==> src/rtl/fetch_unit.sv <==
// -----------------------------------------------------------------------------
// fetch_unit
// Instruction fetch front end: issues sequential fetches to a one-cycle-latency
// instruction memory, tags each returned word with its address and hands it
// downstream through an output stage backed by a one-entry skid buffer.
// A taken-branch pulse redirects fetch and flushes everything in flight.
//
// Optional feature (macro FETCH_BRANCH_HOLD_EN): when defined, a returned word
// with bits[1:0] == 2'b10 is treated as a branch, and fetching pauses in
// BRANCH_WAIT until branch_resolve. When undefined, fetch predicts not-taken
// and branch_resolve is ignored.
//
// Ports:
//   clk            in   clock, all state on the rising edge
//   rst_n          in   asynchronous active-low reset
//   imem_addr      out  [11:0] fetch address (current pc)
//   imem_req       out  fetch request; imem_rdata valid the following cycle
//   imem_rdata     in   [15:0] instruction word from memory
//   stall          in   downstream not accepting
//   branch_res     in   taken-branch pulse
//   new_pc         in   [11:0] branch target, used with branch_res
//   branch_resolve in   resolution pulse for the outstanding branch
//   if_instruction out  [15:0] instruction handed downstream
//   if_pc          out  [11:0] address of if_instruction
//   if_valid       out  if_instruction/if_pc valid
// -----------------------------------------------------------------------------
module fetch_unit #(
    parameter logic [11:0] RESET_PC = 12'h000
) (
    input  logic        clk,
    input  logic        rst_n,
    output logic [11:0] imem_addr,
    output logic        imem_req,
    input  logic [15:0] imem_rdata,
    input  logic        stall,
    input  logic        branch_res,
    input  logic [11:0] new_pc,
    input  logic        branch_resolve,
    output logic [15:0] if_instruction,
    output logic [11:0] if_pc,
    output logic        if_valid
);

    typedef enum logic [1:0] {IDLE, RUN, BRANCH_WAIT} state_t;

    state_t      state_q, state_d;
    logic [11:0] pc_q, pc_d;
    logic        resp_pending_q, resp_pending_d;
    logic [11:0] resp_pc_q, resp_pc_d;
    logic        out_valid_q, out_valid_d;
    logic [15:0] out_instr_q, out_instr_d;
    logic [11:0] out_pc_q, out_pc_d;
    logic        skid_valid_q, skid_valid_d;
    logic [15:0] skid_instr_q, skid_instr_d;
    logic [11:0] skid_pc_q, skid_pc_d;

    logic accept;
    logic consume;
    logic hold_cancel;

    // A response returning in a redirect cycle belongs to the wrong path.
    assign accept = resp_pending_q & ~branch_res;

`ifdef FETCH_BRANCH_HOLD_EN
    assign hold_cancel = accept && (state_q == RUN) && (imem_rdata[1:0] == 2'b10);
`else
    logic unused_resolve;
    assign hold_cancel    = 1'b0;
    assign unused_resolve = branch_resolve;
`endif

    // The output stage shows the held register if occupied, otherwise the
    // response arriving this cycle directly, so a fetch is visible the cycle
    // its data returns.
    assign if_valid       = out_valid_q | accept;
    assign if_instruction = out_valid_q ? out_instr_q : (accept ? imem_rdata : 16'h0000);
    assign if_pc          = out_valid_q ? out_pc_q    : (accept ? resp_pc_q  : 12'h000);
    assign consume        = if_valid & ~stall;

    assign imem_req  = (state_q == RUN) & ~stall & ~skid_valid_q & ~hold_cancel;
    assign imem_addr = pc_q;

    // State machine
    always_comb begin
        state_d = state_q;
        case (state_q)
            IDLE:        state_d = RUN;
            RUN:         if (hold_cancel) state_d = BRANCH_WAIT;
`ifdef FETCH_BRANCH_HOLD_EN
            BRANCH_WAIT: if (branch_resolve) state_d = RUN;
`else
            BRANCH_WAIT: state_d = RUN;
`endif
            default:     state_d = IDLE;
        endcase
    end

    // Program counter and in-flight response tracking
    always_comb begin
        pc_d           = pc_q;
        resp_pending_d = imem_req & ~branch_res;
        resp_pc_d      = pc_q;
        if (branch_res) begin
            pc_d = new_pc;
        end else if (imem_req) begin
            pc_d = pc_q + 12'd1;
        end
    end

    // Output register and skid buffer
    always_comb begin
        out_valid_d  = out_valid_q;
        out_instr_d  = out_instr_q;
        out_pc_d     = out_pc_q;
        skid_valid_d = skid_valid_q;
        skid_instr_d = skid_instr_q;
        skid_pc_d    = skid_pc_q;
        if (branch_res) begin
            out_valid_d  = 1'b0;
            skid_valid_d = 1'b0;
        end else if (out_valid_q) begin
            if (consume) begin
                if (skid_valid_q) begin
                    out_instr_d  = skid_instr_q;
                    out_pc_d     = skid_pc_q;
                    skid_valid_d = accept;
                    skid_instr_d = imem_rdata;
                    skid_pc_d    = resp_pc_q;
                end else if (accept) begin
                    out_instr_d = imem_rdata;
                    out_pc_d    = resp_pc_q;
                end else begin
                    out_valid_d = 1'b0;
                end
            end else if (accept) begin
                skid_valid_d = 1'b1;
                skid_instr_d = imem_rdata;
                skid_pc_d    = resp_pc_q;
            end
        end else if (accept && stall) begin
            // Live response not taken this cycle: capture it so it stays put.
            out_valid_d = 1'b1;
            out_instr_d = imem_rdata;
            out_pc_d    = resp_pc_q;
        end
    end

    always_ff @(posedge clk or negedge rst_n) begin
        if (!rst_n) begin
            state_q        <= IDLE;
            pc_q           <= RESET_PC;
            resp_pending_q <= 1'b0;
            resp_pc_q      <= 12'h000;
            out_valid_q    <= 1'b0;
            out_instr_q    <= 16'h0000;
            out_pc_q       <= 12'h000;
            skid_valid_q   <= 1'b0;
            skid_instr_q   <= 16'h0000;
            skid_pc_q      <= 12'h000;
        end else begin
            state_q        <= state_d;
            pc_q           <= pc_d;
            resp_pending_q <= resp_pending_d;
            resp_pc_q      <= resp_pc_d;
            out_valid_q    <= out_valid_d;
            out_instr_q    <= out_instr_d;
            out_pc_q       <= out_pc_d;
            skid_valid_q   <= skid_valid_d;
            skid_instr_q   <= skid_instr_d;
            skid_pc_q      <= skid_pc_d;
        end
    end

endmodule

==> config.mk <==
export PLATFORM = sky130hd
export DESIGN_NAME = fetch_unit
export DESIGN_NICKNAME = d
export VERILOG_FILES = /design/src/rtl/fetch_unit.sv
export SDC_FILE = /design/constraint.sdc
export NUM_CORES = 1
export LEC_CHECK = 0
export BUFFER_PORTS_ARGS = -buffer_cell sky130_fd_sc_hd__buf_2
export CORE_AREA = 3 3 75 148
export CTS_CLUSTER_SIZE = 8
export DETAILED_ROUTE_END_ITERATION = 10
export DIE_AREA = 0 0 78 151
export SLEW_MARGIN = 20
export SYNTH_ARGS = -nofsm -noshare
export SYNTH_HDL_FRONTEND = slang
export SYNTH_SLANG_ARGS = --single-unit
==> constraint.sdc <==
create_clock -name clk -period 2.5 [get_ports clk]
set_clock_uncertainty 0.15 [all_clocks]
set_input_delay 0.375 -clock clk [delete_from_list [all_inputs] [get_ports clk]]
set_output_delay 0.375 -clock clk [all_outputs]
set_load 0.02 [all_outputs]
==> impl_results.md, run 1 <==
* IO Port Bufs at 73
* DR iter-0 viols at 76
* Peak VDD IR at 0.441 mV
* Pwr Density at 696 nW/µm²
* CP arrival at 1.76 ns
* Htree depth at 3
* Hold Crit Class: in2reg
* Seq/Total Area, Yosys at 52.5%
* Setup crit start kind: flop
* Setup TNS at 0 ns
* Most frequent cells in the layout: mux2_2 (84), dfrtp_1 (83), buf_2 (72), mux2i_1 (30), nor2_1 (30)
* Crit-path max FO at 29
* Placer Congestion at 0.735
* CTS tree: built
* Final setup violating endpoints at 0
* Outcome: finished clean
* CP peak stage delay at 0.41 ns
* Post-layout util at 48.2%
* Worst reg2reg setup slack at 0.57 ns
* Pwr Total at 3410 µW
* # fillers at 961
* Crit path buf inv count at 3
* Post-Route WL at 8.12 mm
* Drt wl/cell at 15.2 µm
* CP cell instances: buf_4 -> a21oi_2 -> buf_12 -> nor2_1 -> buf_2
* Root Buffer: clkbuf_16
* Ratio of cells with drive above 1 in the final layout at 48.5%
* TritonCTS Buffers at 9
* # Post-CTS Setup Buffers at 0
* Post-cts hold buffer count at 1
* Vias per cell at 4.98
* Net Count, Synth at 349
* Residual DRC count at 0
* Initial antenna violation count at 0
* Die Height at 151 µm
* Nets at 427
* Drt first pass iters at 4
* Total core area at 10100 µm²
* GRT Residual Overflow at 0
* Worst EP required at 1.98 ns
* WHS Endpoint: imem_addr[1]
* Register bit total from synthesis at 84
* Crit-path leading delay family: buffers and inverters
* Min cycle time layout at 2.28 ns
* Placement Rows at 52
* Yosys warning count at 0
* WS Path Type: reg2out
* RSZ-0062 raised after global routing: no
* Vias in the first global route at 2759
* Uppermost layer routed: met4
* Starting Density at 39.5%
* Die width at 78 µm
* Mapped Cells at 315
* Setup crit end kind: output port
* RR Startpoint: out_valid_q
* DR WL met3 at 326 µm
* CTS Sinks at 84
* Clock buffer depth at 2
* Post-Layout Cell Count at 533
* Post-CTS Resized at 0
* N_diodes at 0
* Routed Antenna Nets at 0
* Cells after DPL at 516
* Vias at 2654
* Final hold violation count at 0
* Worst Hold Launch: new_pc[1]
* GR Util All Layers at 14.8%
* Most common cell after layout, fill and taps aside: mux2_2
* Cell count of the worst reg-to-reg path at 5
* Worst r2r dst: out_pc_q[3]
* P_leak at 0.00227 µW
* Top_reg_cell synth: dfrtp_1
* Mapped Area at 4010 µm²
* Post-synth EDFFs at 0
* Die area at 11800 µm²
* Final slew viol count at 0
* Final critical-path share of the clock period at 91.3%
* # IOs at 75
* Area growth syn-to-layout at 22.2%
* Cell variety after synth at 36
* WL met1 at 3.19 mm
* Slowest cell on the critical path: dfrtp_2
* Fmax at 0.438 GHz
* Clock Pin Slew Worst Setup and Hold Paths at 0.06 ns
* Met2 WL at 4.46 mm
* First-pass GRT wire length at 13.7 mm
* Largest net degree at the start of global routing at 48
* Max Cap Viol at 0
* Clock Latency Late Sink at 0.33 ns
* Detailed Place HPWL at 5.45 mm
* Hold-critical path depth at 3
* Synth async-reset ratio at 100%
* Mapped Avg Cell Area at 12.7 µm²
[state kept, by name (all words and copies together), names as in the netlist]
register	count
skid_valid_q	1
imem_addr	12
out_instr_q	16
skid_pc_q	12
out_valid_q	1
state_q	1
out_pc_q	12
skid_instr_q	16
resp_pc_q	12
resp_pending_q	1
[final cells by class]
| cell class | instances | area, µm² | area share [%] |
|---|---|---|---|
| flip-flops and latches | 84 | 2100 | 43.0 |
| repair buffers | 83 | 495 | 10.1 |
| clock inverters | 6 | 63.8 | 1.30 |
| clock buffers | 10 | 239 | 4.88 |
| well taps | 135 | 169 | 3.45 |
| multi-input cells | 210 | 1800 | 36.8 |
| inverters | 5 | 21.3 | 0.435 |
[per-layer routing]
metal	vias up	track usage [%]
met2	59	26.3
li1	1263	-
met1	1321	17.8
met4	0	5.52
met5	-	0
met3	11	2.74
[worst min-delay path: stages]
cell	delay, ns
buf_2	0.08
nand2_1	0.04
o21ai_0	0.05
[power by group]
group / switching (µW) / internal (µW)
clock network: 517 / 798
logic: 205 / 231
registers: 114 / 1540
[worst max-delay path by stage]
stage / from / to / slack [ns] / cells after the start
2_1_floorplan: branch_res / if_pc[10] / 0.53 / 6
3_3_place_gp: imem_addr[1] / imem_addr[10] / 0.54 / 5
3_5_place_dp: imem_addr[1] / imem_addr[10] / 0.55 / 5
4_1_cts: out_valid_q / if_pc[0] / 0.20 / 5
5_1_grt: out_valid_q / if_pc[0] / 0.15 / 5
6_report: out_valid_q / if_pc[0] / 0.22 / 5
[stage by stage]
step	setup slack (ns)	hold slack, ns	cell area, µm²
after floorplan	0.534	-0.0706	4010
after global placement	0.535	0.222	4580
after detailed placement	0.555	0.230	4580
after CTS	0.196	0.0913	4890
after global routing	0.153	0.102	4890
final	0.218	0.0990	4890
[synth_stat cells (3+ instances only)]
cell,number,area [µm²]
inv_1,4,15.0
buf_4,4,30.0
mux2_2,84,946
clkbuf_1,3,11.3
xor2_1,4,35.0
nand3_1,3,15.0
buf_2,7,35.0
nand2_1,14,52.6
nor3_1,3,15.0
o21ai_0,10,50.1
dfrtp_1,84,2100
nor2_1,30,113
nand4_1,3,18.8
mux2i_1,30,300
xnor2_1,6,52.6
[cell families after synthesis]
group,share of synthesized area (%)
AOI/OAI and AO/OA,2.97
xor gates and xnor gates,2.19
adders and majority gates,0.312
buffers and inverters,2.62
DFF,52.5
muxes,31.4
other,0.0936
and+or+nand+nor,7.96
No activity file was read; power rests on OpenSTA's default activity.
==> run 2: changes to the inputs <==
--- a/config.mk
+++ b/config.mk
@@ -10,6 +10,7 @@
 export CTS_CLUSTER_SIZE = 8
 export DETAILED_ROUTE_END_ITERATION = 10
 export DIE_AREA = 0 0 78 151
+export RECOVER_POWER = 100
 export SLEW_MARGIN = 20
 export SYNTH_ARGS = -nofsm -noshare
 export SYNTH_HDL_FRONTEND = slang
==> run 2 against run 1 <==
Effect of this change:
- sequential share of layout area increased by 0.75 points
- worst hold slack improved by 0.0036 ns
- critical path depth unchanged
- flip-flop and latch count unchanged
- power down 0.51%
- clock power about the same
- design area down 1.8%
- sequential power barely moved
- global-route usage is the same
- routed wire length grew 0.30%
- combinational power shrank 3%
- first-iteration DRC count up 13%
==> impl_results.md, run 2 (synthesis gave the netlist of run 1 again) <==
* Largest registers: out_instr_q (16), skid_instr_q (16)
* Final hold violation count at 0 (unchanged)
* Peak VDD IR at 0.434 mV (-1.6%)
* Routed Antenna Nets at 0 (unchanged)
* Crit path buf inv count at 3 (unchanged)
* Min cycle time layout at 2.34 ns (+0.0549 ns)
* Starting Density at 39.5% (unchanged)
* Worst reg2reg setup slack at 0.26 ns (-0.31 ns)
* Outcome: finished clean
* IO Port Bufs at 73 (unchanged)
* CP peak stage delay at 0.44 ns (+0.03 ns)
* Setup slack at placement at 0.555 ns (unchanged)
* Drt wl/cell at 15.3 µm (+0.30%)
* Total core area at 10100 µm² (unchanged)
* Worst r2r dst: out_pc_q[5]
* Root Buffer: clkbuf_16
* Ratio of cells with drive above 1 in the final layout at 38.2% (-10 points)
* Area growth syn-to-layout at 20.0%
* Setup crit end: if_pc[0]
* Worst EP required at 1.98 ns (about the same)
* Post-Route WL at 8.14 mm (+0.30%)
* Crit-path max FO at 29 (unchanged)
* DR iter-0 viols at 86 (+13%)
* Final setup violating endpoints at 0 (unchanged)
* Slew margin rel. at 37.0%
* Setup ws final at 0.163 ns (-0.0549 ns)
* Nets at 427 (unchanged)
* Placement Rows at 52 (unchanged)
* Worst Setup SP: out_valid_q
* Clock Latency Late Sink at 0.33 ns (about the same)
* First-pass GRT wire length at 13.7 mm (unchanged)
* Most frequent cells in the layout: mux2_2 (84), dfrtp_1 (84), clkbuf_1 (37), buf_2 (34)
* Largest net degree at the start of global routing at 48 (unchanged)
* Htree depth at 3 (unchanged)
* Clock buffer depth at 2 (unchanged)
* Reg area at 2100 µm² (about the same)
* Setup crit end kind: output port
* Worst Hold Launch: new_pc[1]
* Crit. path cell count at 5 (unchanged)
* Area of the multi-input gates at 1790 µm² (-0.83%)
* Hold Crit Class: in2reg
* Fmax at 0.428 GHz (-2.3%)
* Die width at 78 µm (unchanged)
* Initial antenna violation count at 0 (unchanged)
* Placer Congestion at 0.735 (unchanged)
* Drt first pass iters at 4 (unchanged)
* GR Util All Layers at 14.8% (unchanged)
* Vias per cell at 4.95 (-0.53%)
* Post-CTS Resized at 0 (unchanged)
* Die Height at 151 µm (unchanged)
* GRT Residual Overflow at 0 (unchanged)
* P_leak at 0.00212 µW (-6.8%)
* # IOs at 75 (unchanged)
* Clock Pin Slew Worst Setup and Hold Paths at 0.06 ns (about the same)
* Final slew viol count at 0 (unchanged)
* Die area at 11800 µm² (unchanged)
* Cell count of the worst reg-to-reg path at 5 (unchanged)
* Vias in the first global route at 2759 (unchanged)
* Final critical-path share of the clock period at 93.5% (+2.2 points)
* WS Path Type: reg2out
* Least-Margin Pin Slew at 0.945 ns
* # fillers at 990 (+3.0%)
* Detailed Place HPWL at 5.45 mm (unchanged)
* Residual DRC count at 0 (unchanged)
* CTS tree: built
* N_diodes at 0 (unchanged)
* TritonCTS Buffers at 9 (unchanged)
* Slowest cell on the critical path: dfrtp_1
* Setup TNS at 0 ns (unchanged)
* Vias at 2640 (-0.53%)
* Max Cap Viol at 0 (unchanged)
* Setup crit start kind: flop
* CP arrival at 1.81 ns (+0.05 ns)
* Pwr Density at 705 nW/µm² (+1.3%)
* CTS Sinks at 84 (unchanged)
* RSZ-0062 raised after global routing: no
* Crit-path leading delay family: buffers and inverters
* CP cell instances: buf_4 -> a21oi_2 -> buf_12 -> nor2_1 -> clkbuf_2
* RR Startpoint: out_valid_q
-- run 2: worst min-delay path by stage --
| stage | cells after the start | end |
|---|---|---|
| global route | 3 | imem_addr[2] |
| detailed placement | 1 | imem_addr[3] |
| finish | 3 | imem_addr[1] |
| global placement | 1 | resp_pc_q[4] |
| floorplan | 0 | imem_addr[0] |
| CTS | 3 | imem_addr[0] |
-- run 2: worst reg2reg max path: cells and delay by family, from the launching register on --
kind                   cells  cell delay (ns)
AND/OR/NAND/NOR            1             0.14
AO/OA/AOI/OAI              1             0.16
flip-flops                 1             0.44
multiplexers               1             0.42
buffers and inverters      2             0.82
-- run 2: stage by stage --
step | hold WS, ns | total power (µW) | cells | area (µm²) | utilization, %
2_1_floorplan | -0.0706 | 1950 | 315 | 4010 | -
3_3_place_gp | 0.222 | 2100 | 516 | 4580 | 45.1
3_5_place_dp | 0.230 | 2130 | 516 | 4580 | 45.1
4_1_cts | 0.0913 | 3460 | 533 | 4890 | 48.2
5_1_grt | 0.102 | 3560 | 533 | 4810 | 47.4
6_report | 0.103 | 3390 | 533 | 4810 | 47.4
-- run 2: final cells by class --
| type | instances | share of cell area (%) |
|---|---|---|
| Clock inverter | 6 | 1.33 |
| Timing Repair Buffer | 83 | 8.87 |
| Clock buffer | 10 | 4.97 |
| Sequential cell | 84 | 43.7 |
| Inverter | 5 | 0.416 |
| Tap cell | 135 | 3.51 |
| Multi-Input combinational cell | 210 | 37.2 |
-- run 2: timing repair --
action | 4_1_cts | 5_1_grt
hold buffers | 1 | 0
setup buffers | 0 | 0
endpoints found under the hold margin | 37 | 0
-- run 2: power breakdown --
group	leakage (µW)	total [µW]	switching (µW)	internal [µW]
Combinational	0.000896	423	204	219
Sequential	0.00108	1660	115	1540
Clock	0.000144	1310	513	798
Total	0.00212	3390	831	2560
-- run 2: per-layer routing --
metal | share of wire [%] | track usage (%)
met1 | 41 | 17.8
met2 | 54 | 26.3
met3 | 3.7 | 2.74
met4 | 1.2 | 5.52
met5 | 0 | 0
==> run 3: changes to the inputs <==
--- a/config.mk
+++ b/config.mk
@@ -5,11 +5,11 @@
 export SDC_FILE = /design/constraint.sdc
 export NUM_CORES = 1
 export LEC_CHECK = 0
-export BUFFER_PORTS_ARGS = -buffer_cell sky130_fd_sc_hd__buf_2
 export CORE_AREA = 3 3 75 148
 export CTS_CLUSTER_SIZE = 8
 export DETAILED_ROUTE_END_ITERATION = 10
 export DIE_AREA = 0 0 78 151
+export DONT_BUFFER_PORTS = 1
 export RECOVER_POWER = 100
 export SLEW_MARGIN = 20
 export SYNTH_ARGS = -nofsm -noshare
==> run 3 against run 2 <==
Effect of this change:
- the run now ends with negative hold slack left
- flip-flop and latch count stayed put
- power is 5.0% lower
- clock power fell by 7%
- critical path depth unchanged
- largest power group unchanged
==> impl_results.md, run 3 (synthesis gave the netlist of run 1 again) <==
* Clock buffer depth at 2 (unchanged)
* Die area at 11800 µm² (unchanged)
* Initial antenna violation count at 0 (unchanged)
* Area growth syn-to-layout at 11.0%
* Htree depth at 3 (unchanged)
* Min cycle time layout at 2.28 ns (-0.0572 ns)
* Slew margin rel. at 43.7% (+6.7 points)
* Post-cts hold buffer count at 2 (+1)
* Die width at 78 µm (unchanged)
* Setup TNS at 0 ns (unchanged)
* Max Cap Viol at 0 (unchanged)
* CP arrival at 2.34 ns (+0.53 ns)
* Hold Crit Class: in2async
* Routed Antenna Nets at 0 (unchanged)
* Outcome: finished, violations left
* N_diodes at 0 (unchanged)
* Final setup violating endpoints at 0 (unchanged)
* Cells after DPL at 443 (-14%)
* Pwr Density at 724 nW/µm² (+2.7%)
* Largest net degree at the start of global routing at 85 (+77%)
* Nets at 355 (-17%)
* Peak VDD IR at 0.442 mV (+1.9%)
* Setup ws final at 0.220 ns (+0.0572 ns)
* Fmax at 0.439 GHz (+2.5%)
* Detailed Place HPWL at 5.49 mm (+0.60%)
* Most frequent cells in the layout: mux2_2 (84), dfrtp_1 (83), mux2i_1 (30), nor2_1 (30), nand2_1 (14)
* Worst EP required at 2.56 ns (+0.58 ns)
* Final slew viol count at 0 (unchanged)
* Placement Rows at 52 (unchanged)
* Vias in the first global route at 2619 (-5.1%)
* Post-Route WL at 8.21 mm (+0.86%)
* Post-route cell area at 4450 µm² (-7.5%)
* Post-CTS Resized at 0 (unchanged)
* First-pass GRT wire length at 13.6 mm (-0.91%)
* Crit-path max FO at 28 (-3.4%)
* P_leak at 0.00189 µW (-11%)
* RSZ-0062 raised after global routing: no
* CTS Sinks at 84 (unchanged)
* Worst r2r dst: out_instr_q[6]
* Area of placed instances at 4210 µm² (-8.1%)
* Drt wl/cell at 17.8 µm (+17%)
* Starting Density at 39.5% (unchanged)
* IO Port Bufs at 0 (-100%)
* Final critical-path share of the clock period at 91.2% (-2.3 points)
* Hold_ws at -0.411 ns (-0.514 ns)
* Clock Pin Slew Worst Setup and Hold Paths at 0.06 ns (about the same)
* Drt first pass iters at 4 (unchanged)
* Largest registers: out_instr_q (16), skid_instr_q (16)
* Setup crit start kind: flop
* Failing checks: negative hold slack
* # Post-CTS Setup Buffers at 0 (unchanged)
* DR iter-0 viols at 79 (-8.1%)
* Placer Congestion at 0.679 (-7.7%)
* # IOs at 75 (unchanged)
* Setup crit end kind: flop
* Post-layout util at 43.8% (-3.6 points)
* TritonCTS Buffers at 9 (unchanged)
* GRT Residual Overflow at 0 (unchanged)
* RR Startpoint: out_valid_q
* Worst reg2reg setup slack at 0.22 ns (-0.04 ns)
* Final hold violation count at 84 (+84)
* Most common cell after layout, fill and taps aside: mux2_2
* Residual DRC count at 0 (unchanged)
* Post-Layout Cell Count at 461 (-14%)
* Vias at 2369 (-10%)
* Clock Latency Late Sink at 0.33 ns (about the same)
* Total core area at 10100 µm² (unchanged)
* CTS tree: built
* Cell count of the worst reg-to-reg path at 5 (unchanged)
* Ratio of cells with drive above 1 in the final layout at 35.3% (-2.9 points)
* GR Util All Layers at 15.0% (+0.17 points)
* Die Height at 151 µm (unchanged)
* Vias per cell at 5.14 (+3.7%)
* Root Buffer: clkbuf_16
* WS Path Type: reg2reg
* Setup slack at placement at 0.521 ns (-0.0333 ns)
* Least-Margin Pin Slew at 0.844 ns (-0.100 ns)
[run 3: cell types whose count changed in the layout (fill, tap and decap cells not counted), sizes merged]
cell / previous run / this run
buf: 40 / 3
dlygate4sd3: 1 / 2
inv: 4 / 6
clkbuf: 52 / 15
bufinv: 1 / 0
[run 3: final cells by class]
type | instances | area [µm²]
clock inverters | 7 | 51.3
repair buffers | 11 | 82.6
flip-flops and latches | 84 | 2100
clock buffers | 9 | 225
well taps | 135 | 169
fillers | 999 | 5700
multi-input cells | 210 | 1800
inverters | 5 | 20.0
[run 3: report_power, final]
group | total (µW) | internal (µW) | leakage, µW | switching (µW)
clock | 1220 | 677 | 0.000132 | 546
sequential | 1670 | 1540 | 0.00108 | 133
combinational | 323 | 185 | 0.000685 | 138
[run 3: routing by layer]
| layer | part of all wire, % | vias up | routed length (µm) | GRT usage [%] |
|---|---|---|---|---|
| met5 | 0 | - | 0 | 0 |
| met4 | 1.7 | 0 | 143 | 6.30 |
| met3 | 4.4 | 9 | 360 | 3.63 |
| met2 | 56 | 53 | 4630 | 27.7 |
| met1 | 37 | 1193 | 3070 | 16.0 |
| li1 | - | 1114 | - | - |
[run 3: how the worst max path moves through the flow]
stage                               from                end  slack, ns  cells past startpoint
after floorplan               branch_res          if_pc[10]       0.53                      6
after global placement      imem_addr[3]      imem_addr[11]       0.56                      4
after detailed placement    imem_addr[3]      imem_addr[11]       0.52                      4
after CTS                 resp_pending_q  if_instruction[7]       0.34                      3
after global routing         out_valid_q     out_instr_q[2]       0.14                      5
final                        out_valid_q     out_instr_q[6]       0.22                      5
[run 3: metrics by stage]
step | total power, µW | hold WS, ns
CTS | 3280 | -0.434
detailed placement | 2040 | -0.0674
floorplan | 1950 | -0.0706
finish | 3220 | -0.411
global placement | 2010 | -0.0676
global route | 3400 | -0.438
[run 3: critical path, stage by stage, from the launching register on]
cell and delay, ns:
dfrtp_2 0.47, inv_1 0.15, nand3_1 0.14, a21oi_4 0.16, clkbuf_2 0.66, mux2_2 0.42
